--- config.mk ---
export PLATFORM = sky130hd
export DESIGN_NAME = uart_rx_cfg_flat
export DESIGN_NICKNAME = d
export VERILOG_FILES = /design/src/rtl/uart_pkg.sv /design/src/rtl/uart_rx_cfg_if.sv /design/src/rtl/sync_2ff.sv /design/src/rtl/uart_rx_cfg.sv /design/src/flat_wrapper.sv
export SDC_FILE = /design/constraint.sdc
export NUM_CORES = 1
export LEC_CHECK = 0
export BUFFER_PORTS_ARGS = -buffer_cell sky130_fd_sc_hd__buf_2
export CORE_UTILIZATION = 45
export CTS_BUF_LIST = sky130_fd_sc_hd__clkbuf_16
export DETAILED_ROUTE_END_ITERATION = 6
export GPL_ROUTABILITY_DRIVEN = 0
export HOLD_SLACK_MARGIN = 0.05
export REMOVE_ABC_BUFFERS = 1
export SYNTH_ARGS = -nofsm -noshare
export SYNTH_HDL_FRONTEND = slang
export SYNTH_SLANG_ARGS = --single-unit
export TNS_END_PERCENT = 20
--- constraint.sdc ---
create_clock -name clk -period 2.25 [get_ports clk]
set_clock_uncertainty 0.1 [all_clocks]
set_input_delay 0.1125 -clock clk [delete_from_list [all_inputs] [get_ports clk]]
set_output_delay 0.1125 -clock clk [all_outputs]
set_load 0.01 [all_outputs]
--- src/rtl/uart_pkg.sv ---
// Shared types and helpers for the configurable UART receiver.
package uart_pkg;

  typedef enum logic [2:0] {
    ST_IDLE,
    ST_START,
    ST_DATA,
    ST_PARITY,
    ST_STOP,
    ST_BREAK
  } state_e;

  localparam int unsigned PAR_NONE = 0;
  localparam int unsigned PAR_EVEN = 1;
  localparam int unsigned PAR_ODD  = 2;

  // Expected parity bit over up to 9 data bits; unused upper bits must be zero.
  function automatic logic parity_bit(input logic [8:0] data, input logic odd);
    return (^data) ^ odd;
  endfunction

endpackage

--- src/rtl/uart_rx_cfg_if.sv ---
// Serial input and received-word outputs of the UART receiver.
interface uart_rx_cfg_if #(
  parameter int unsigned DATA_BITS = 8
);
  logic                 RX;
  logic [DATA_BITS-1:0] oData;
  logic                 oValid;
  logic                 oParityErr;
  logic                 oFrameErr;
  logic                 oBusy;

  modport master (
    input  RX,
    output oData, oValid, oParityErr, oFrameErr, oBusy
  );

  modport slave (
    output RX,
    input  oData, oValid, oParityErr, oFrameErr, oBusy
  );
endinterface

--- src/rtl/sync_2ff.sv ---
// Two-flop synchroniser for a single asynchronous input.
module sync_2ff #(
  parameter logic RESET_VAL = 1'b1
) (
  input  logic clk,
  input  logic reset,
  input  logic d,
  output logic q
);
  logic meta;

  always_ff @(posedge clk) begin
    if (reset) begin
      meta <= RESET_VAL;
      q    <= RESET_VAL;
    end else begin
      meta <= d;
      q    <= meta;
    end
  end
endmodule

--- src/rtl/uart_rx_cfg.sv ---
// Oversampling UART receiver with configurable framing, majority-vote bit
// decisions, start-glitch rejection and parity/framing error reporting.
module uart_rx_cfg
  import uart_pkg::*;
#(
  parameter int unsigned DIVIDER    = 16,
  parameter int unsigned DATA_BITS  = 8,
  parameter int unsigned PARITY     = 0,
  parameter int unsigned STOP_BITS  = 1,
  parameter int unsigned VALID_HOLD = 10
) (
  input logic           clk,
  input logic           reset,
  uart_rx_cfg_if.master bus
);
  localparam int unsigned STEP_W = $clog2(DIVIDER);
  localparam int unsigned IDX_W  = $clog2(DATA_BITS);
  localparam int unsigned HOLD_W = $clog2(VALID_HOLD + 1);

  localparam logic [STEP_W-1:0] START_LAST = STEP_W'(DIVIDER / 2 - 1);
  localparam logic [STEP_W-1:0] SAMP_A     = STEP_W'(DIVIDER - 3);
  localparam logic [STEP_W-1:0] SAMP_B     = STEP_W'(DIVIDER - 2);
  localparam logic [STEP_W-1:0] STEP_LAST  = STEP_W'(DIVIDER - 1);
  localparam logic [IDX_W-1:0]  DATA_LAST  = IDX_W'(DATA_BITS - 1);
  localparam logic [IDX_W-1:0]  STOP_LAST  = IDX_W'(STOP_BITS - 1);
  localparam logic [HOLD_W-1:0] HOLD_LAST  = HOLD_W'(VALID_HOLD - 1);

  if ((DIVIDER % 2) != 0 || DIVIDER < 4 || DATA_BITS < 5 || DATA_BITS > 9 ||
      PARITY > PAR_ODD || (STOP_BITS != 1 && STOP_BITS != 2) || VALID_HOLD < 1)
  begin : g_param_check
    $error("uart_rx_cfg: illegal parameter combination");
  end

  state_e                 state, state_n;
  logic [STEP_W-1:0]      stepcnt, stepcnt_n;
  logic [IDX_W-1:0]       bitidx, bitidx_n;
  logic [DATA_BITS-1:0]   shreg, shreg_n;
  logic [1:0]             samp, samp_n;
  logic                   perr, perr_n;
  logic                   irx;
  logic                   maj;
  logic                   bit_done;
  logic                   accept_c;
  logic                   ferr_c;
  logic                   accept_q;
  logic [HOLD_W-1:0]      holdcnt;

  sync_2ff #(.RESET_VAL(1'b1)) u_sync (
    .clk   (clk),
    .reset (reset),
    .d     (bus.RX),
    .q     (irx)
  );

  // Two early samples are registered; the third is the live input at the decision point.
  assign maj = (samp[0] & samp[1]) | (samp[0] & irx) | (samp[1] & irx);

  always_ff @(posedge clk) begin
    if (reset) begin
      state   <= ST_IDLE;
      stepcnt <= '0;
      bitidx  <= '0;
      shreg   <= '0;
      samp    <= 2'b00;
      perr    <= 1'b0;
    end else begin
      state   <= state_n;
      stepcnt <= stepcnt_n;
      bitidx  <= bitidx_n;
      shreg   <= shreg_n;
      samp    <= samp_n;
      perr    <= perr_n;
    end
  end

  always_comb begin
    state_n   = state;
    stepcnt_n = stepcnt;
    bitidx_n  = bitidx;
    shreg_n   = shreg;
    samp_n    = samp;
    perr_n    = perr;
    bit_done  = 1'b0;
    accept_c  = 1'b0;
    ferr_c    = 1'b0;

    if (state inside {ST_DATA, ST_PARITY, ST_STOP}) begin
      if (stepcnt == SAMP_A) samp_n[0] = irx;
      if (stepcnt == SAMP_B) samp_n[1] = irx;
      if (stepcnt == STEP_LAST) begin
        stepcnt_n = '0;
        bit_done  = 1'b1;
      end else begin
        stepcnt_n = stepcnt + STEP_W'(1);
      end
    end

    unique case (state)
      ST_IDLE: begin
        if (!irx) begin
          state_n   = ST_START;
          stepcnt_n = STEP_W'(1);
          perr_n    = 1'b0;
        end
      end
      ST_START: begin
        if (irx) begin
          state_n   = ST_IDLE;
          stepcnt_n = '0;
        end else if (stepcnt == START_LAST) begin
          state_n   = ST_DATA;
          stepcnt_n = '0;
          bitidx_n  = '0;
        end else begin
          stepcnt_n = stepcnt + STEP_W'(1);
        end
      end
      ST_DATA: begin
        if (bit_done) begin
          shreg_n[bitidx] = maj;
          if (bitidx == DATA_LAST) begin
            bitidx_n = '0;
            state_n  = (PARITY != PAR_NONE) ? ST_PARITY : ST_STOP;
          end else begin
            bitidx_n = bitidx + IDX_W'(1);
          end
        end
      end
      ST_PARITY: begin
        if (bit_done) begin
          if (maj != parity_bit(9'(shreg), PARITY == PAR_ODD)) perr_n = 1'b1;
          state_n = ST_STOP;
        end
      end
      ST_STOP: begin
        if (bit_done) begin
          if (!maj) begin
            ferr_c   = 1'b1;
            bitidx_n = '0;
            state_n  = ST_BREAK;
          end else if (bitidx == STOP_LAST) begin
            accept_c = 1'b1;
            bitidx_n = '0;
            state_n  = ST_IDLE;
          end else begin
            bitidx_n = bitidx + IDX_W'(1);
          end
        end
      end
      ST_BREAK: begin
        if (irx) state_n = ST_IDLE;
      end
      default: state_n = ST_IDLE;
    endcase
  end

  // Output stage: accepted words land one clock after the final stop-bit decision.
  always_ff @(posedge clk) begin
    if (reset) begin
      accept_q       <= 1'b0;
      holdcnt        <= '0;
      bus.oData      <= '0;
      bus.oValid     <= 1'b0;
      bus.oParityErr <= 1'b0;
      bus.oFrameErr  <= 1'b0;
      bus.oBusy      <= 1'b0;
    end else begin
      accept_q      <= accept_c;
      bus.oFrameErr <= ferr_c;
      bus.oBusy     <= (state_n != ST_IDLE);
      if (accept_q) begin
        bus.oData      <= shreg;
        bus.oParityErr <= perr;
        bus.oValid     <= 1'b1;
        holdcnt        <= '0;
      end else if (bus.oValid) begin
        if (holdcnt == HOLD_LAST) begin
          bus.oValid <= 1'b0;
          holdcnt    <= '0;
        end else begin
          holdcnt <= holdcnt + HOLD_W'(1);
        end
      end
    end
  end

endmodule

--- src/flat_wrapper.sv ---
// flat-port wrapper written by rule: the top's interface ports become plain ports
module uart_rx_cfg_flat import uart_pkg::*;
#(
  parameter int unsigned DIVIDER    = 16,
  parameter int unsigned DATA_BITS  = 8,
  parameter int unsigned PARITY     = 0,
  parameter int unsigned STOP_BITS  = 1,
  parameter int unsigned VALID_HOLD = 10
)
  (clk, reset, bus_RX, bus_oData, bus_oValid, bus_oParityErr, bus_oFrameErr, bus_oBusy);
  uart_rx_cfg_if #(.DATA_BITS(DATA_BITS)) bus_i ();
  input logic clk;
  input logic reset;
  input wire logic [$bits(bus_i.RX)-1:0] bus_RX;
  output wire logic [$bits(bus_i.oData)-1:0] bus_oData;
  output wire logic [$bits(bus_i.oValid)-1:0] bus_oValid;
  output wire logic [$bits(bus_i.oParityErr)-1:0] bus_oParityErr;
  output wire logic [$bits(bus_i.oFrameErr)-1:0] bus_oFrameErr;
  output wire logic [$bits(bus_i.oBusy)-1:0] bus_oBusy;
  assign bus_i.RX = bus_RX;
  assign bus_oData = bus_i.oData;
  assign bus_oValid = bus_i.oValid;
  assign bus_oParityErr = bus_i.oParityErr;
  assign bus_oFrameErr = bus_i.oFrameErr;
  assign bus_oBusy = bus_i.oBusy;
  uart_rx_cfg #(.DIVIDER(DIVIDER), .DATA_BITS(DATA_BITS), .PARITY(PARITY), .STOP_BITS(STOP_BITS), .VALID_HOLD(VALID_HOLD)) u_core (.clk(clk), .reset(reset), .bus(bus_i));
endmodule
==> out/summary.log <==
[setup_path] slowest stage cell on the critical path dfxtp_1
[place] cell area reported after detailed placement 2220 sq um
[timing] Relative slew margins 0.624
[setup_path] ordered list of cells on the worst path ha_1 -> and3_1 -> nand2_1 -> o221a_2 -> a221oi_2
[yosys] synthesized cell area 2120 sq um
[timing] final period demand of the worst path 2.03 ns
[global_routing] overall overflow remaining after global route 0
[drt] number of routed nets with antenna violations 0
[timing] aggregate negative setup slack 0 ns
[layout] Filler cells 413
[layout] Syn-to-layout area delta 13.0%
[drt] routed vias/inst 5.74
[status] violated checks DRC
[setup_path] buffers plus inverters on the worst setup path 0
[yosys] proportion of register bits with asynchronous set or reset after synthesis 0
[timing] Highest Clock Rate 492 MHz
[timing] setup repair after global routing missed its margin no
[drt] 1st-pass router iterations 6
[layout] post-layout net count 256
[yosys] sequential-to-total area share from yosys stat 0.378
[floorplanning] Core Footprint 4440 sq um
[timing] setup slack after layout 0.216 ns
[setup_path] Worst Reg2Reg Path Length in Cells 5
[yosys] Synth cell types 57
[yosys] post-synthesis cell count 236
[power] maximum VDD drop 0.000418 V
[place] placed wire-length estimate 2.96 mm
[setup_path] critical-path maximum fanout 9
[setup_path] required time worst endpoint 2.34 ns
[floorplanning] effective utilization at floorplan 0.477
[setup_path] crit end category flop
[clock_tree] Clock Tree Root clkbuf_16
[yosys] number of enable flip-flop cells after synthesis 0
[setup_path] CP max stage delay 0.45 ns
[setup_path] class of the most critical setup path reg -> reg
[drt] detail-routed net length per standard cell 14.4 um
[place] input/output buffers 14
[setup_path] dominant delay contributor by cell family on the critical path simple AND/OR/NAND/NOR gates
[global_routing] vias in the first global route 1,625
[layout] register area 801 sq um
[timing] part of the cycle the worst path needs 0.904
[floorplanning] Die W 70.7 um
[run] number of violations of the max-capacitance limit 0
[clock_tree] CTS max path bufs 2
[drt] Residual DRC 2
[global_routing] total global routing track utilization 0.191
[hold_path] class of the tightest hold or removal check in -> reg
[clock_tree] number of CTS-inserted buffers 5
[timing] actual transition at the worst max-transition pin 0.563 ns
[setup_path] critical path launch point type flop
[power] Static Leak 0.999 nW
[setup_path] depth of the critical timing path with buffers and inverters included 5
[timing] final count of negative-setup-slack endpoints 0
[yosys] average size of a mapped cell 8.99 sq um
[global_routing] global-route wire length before repair 7.61 mm
[yosys] flops & latches, synth 40
[layout] proportion of layout cells with a drive suffix above 1 0.165
[power] Power Density 643 nW/um^2
[clock_tree] clock-pin slew on the worst setup and hold paths 0.06 ns
[timing] hold violation count in the final report 0
[clock_tree] H-Tree Level Count 2
[floorplanning] num rows 24
[setup_path] worst path arrival time 2.13 ns
[timing] number of slew-limit violations in the final report 0
[clock_tree] TritonCTS clock tree done
[setup_path] setup slack of the worst register-to-register path 0.22 ns
[layout] fin area 2400 sq um
[setup_path] termination of the worst setup path u_core.state[0]
[drt] vias 1,723
[floorplanning] Boundary Pins 15
[setup_path] worst reg2reg endpoint u_core.state[0]
[global_routing] maximum number of pins on one net before global-route repair 19
[clock_tree] sink count of the clock tree 40
[setup_path] critical path launch point u_core.stepcnt[0]
[layout] diode insertion count for antenna repair 0
[layout] Multi-input gate area 1200 sq um
[setup_path] worst r2r src u_core.stepcnt[0]
[floorplanning] Die Footprint 4990 sq um
[clock_tree] Clk Latency, worst-skew pair 0.28 ns
[yosys] number of synthesis warnings 0
[drt] drt initial violations 150
[place] DP Worst Slack 0.266 ns
[clock_tree] CTS resizes 0
[yosys] leading register cell type out of synthesis dfxtp_1
[floorplanning] vertical extent of the die 70.7 um
[drt] drt total wl 4.32 mm
[status] outcome finished with violations
[global_routing] initial antenna violation count 0
## cells in the final DEF (no fill, tap or decap), types with 3 or more instances in the layout
| cell | netlist | layout |
|---|---|---|
| a21oi_1 | 5 | 5 |
| nor4_1 | 3 | 3 |
| mux2i_1 | 20 | 20 |
| nor2b_1 | 6 | 6 |
| nand4_1 | 6 | 6 |
| a31oi_1 | 6 | 6 |
| nand3_1 | 5 | 5 |
| inv_1 | 6 | 7 |
| clkbuf_16 | 0 | 5 |
| or2_2 | 4 | 4 |
| buf_2 | 11 | 14 |
| nor2_1 | 30 | 30 |
| buf_4 | 1 | 9 |
| dfxtp_1 | 40 | 40 |
| ha_1 | 6 | 6 |
| xnor2_1 | 7 | 7 |
| nand2_1 | 9 | 9 |
| o21ai_0 | 9 | 9 |
| nor3_1 | 11 | 11 |
## routing by layer
metal	share of wire	up-vias	track usage	wire, um
met5	0	-	0	0
met4	0.010	0	0.0689	44
met3	0.050	6	0.0399	217
met2	0.44	48	0.283	1890
met1	0.50	796	0.275	2170
li1	-	873	-	-
## what timing repair did
| item | in CTS | in global routing |
|---|---|---|
| buffers inserted | 0 | 0 |
| hold buffers | 1 | 0 |
| hold endpoints to repair | 1 | 0 |
## state kept, by name, summed over array words and instances, names as in the netlist, 2 cells and up
signal            flops
u_core.stepcnt        4
u_core.shreg          8
u_core.holdcnt        4
u_core.bus.oData      8
u_core.state          3
u_core.bitidx         3
u_core.samp           2
## worst register-to-register path: cells and delay by family (launching register included)
family	cells	cell delay [ns]
AND/OR/NAND/NOR	2	0.49
AO/OA/AOI/OAI	2	0.49
flip-flops	1	0.45
adder cells (fa/ha/maj)	1	0.42
## how the worst min path moves through the flow
stage                 from                  end  slack, ns  cells past startpoint
global route         reset  u_core.bus.oData[4]       0.12                      2
finish               reset  u_core.bus.oData[4]       0.11                      2
CTS                  reset  u_core.bus.oData[4]       0.12                      2
global placement    bus_RX   u_core.u_sync.meta       0.20                      2
detailed placement  bus_RX   u_core.u_sync.meta       0.20                      2
floorplan            reset      u_core.state[0]       0.08                      1
## stage by stage
| stage | hold WS, ns | power, mW | util | instances |
|---|---|---|---|---|
| global route | 0.124 | 1.59 | 0.539 | 300 |
| floorplan | 0.0787 | 0.750 | - | 216 |
| global placement | 0.196 | 0.772 | 0.500 | 291 |
| CTS | 0.118 | 1.56 | 0.539 | 300 |
| finish | 0.113 | 1.54 | 0.539 | 300 |
| detailed placement | 0.199 | 0.772 | 0.500 | 291 |
## cells by family (layout without fill, tap and decap cells)
logic type	Yosys count	count (layout)	share of synthesized area
buffers and inverters	26	38	0.0578
AO/OA/AOI/OAI	43	43	0.147
XOR/XNOR	9	9	0.0437
adder cells (fa/ha/maj)	7	7	0.0401
flip-flops	40	40	0.378
AND/OR/NAND/NOR	89	89	0.229
multiplexers	22	22	0.105
## Yosys cell counts (2+ instances only)
| library cell | n | area share |
|---|---|---|
| dfxtp_1 | 40 | 0.38 |
| nor2_1 | 30 | 0.053 |
| mux2i_1 | 20 | 0.094 |
| buf_2 | 11 | 0.026 |
| nor3_1 | 11 | 0.026 |
| nand2_1 | 9 | 0.016 |
| o21ai_0 | 9 | 0.021 |
| xnor2_1 | 7 | 0.029 |
| a31oi_1 | 6 | 0.018 |
| clkbuf_1 | 6 | 0.011 |
| ha_1 | 6 | 0.035 |
| inv_1 | 6 | 0.011 |
| nand4_1 | 6 | 0.018 |
| nor2b_1 | 6 | 0.018 |
| a21oi_1 | 5 | 0.012 |
| nand3_1 | 5 | 0.012 |
| or2_2 | 4 | 0.012 |
| nor4_1 | 3 | 0.0089 |
| a21o_1 | 2 | 0.0071 |
| a32oi_1 | 2 | 0.0083 |
| and3_1 | 2 | 0.0059 |
| mux2_2 | 2 | 0.011 |
| nand3b_1 | 2 | 0.0071 |
| nor4b_1 | 2 | 0.0083 |
| o2111ai_1 | 2 | 0.0083 |
## layout make-up
class | instances | area share
Tap cell | 52 | 0.0271
Clock inverter | 3 | 0.0162
Clock buffer | 5 | 0.0522
Sequential cell | 40 | 0.334
Timing Repair Buffer | 24 | 0.0616
Multi-Input combinational cell | 170 | 0.499
Inverter | 6 | 0.00939
## report_power, final
group	switching, mW	internal [mW]	leakage [nW]
Combinational	0.0245	0.0169	0.591
Sequential	0.00478	0.712	0.323
Clock	0.266	0.517	0.0850
No activity file was read; power rests on OpenSTA's default activity.
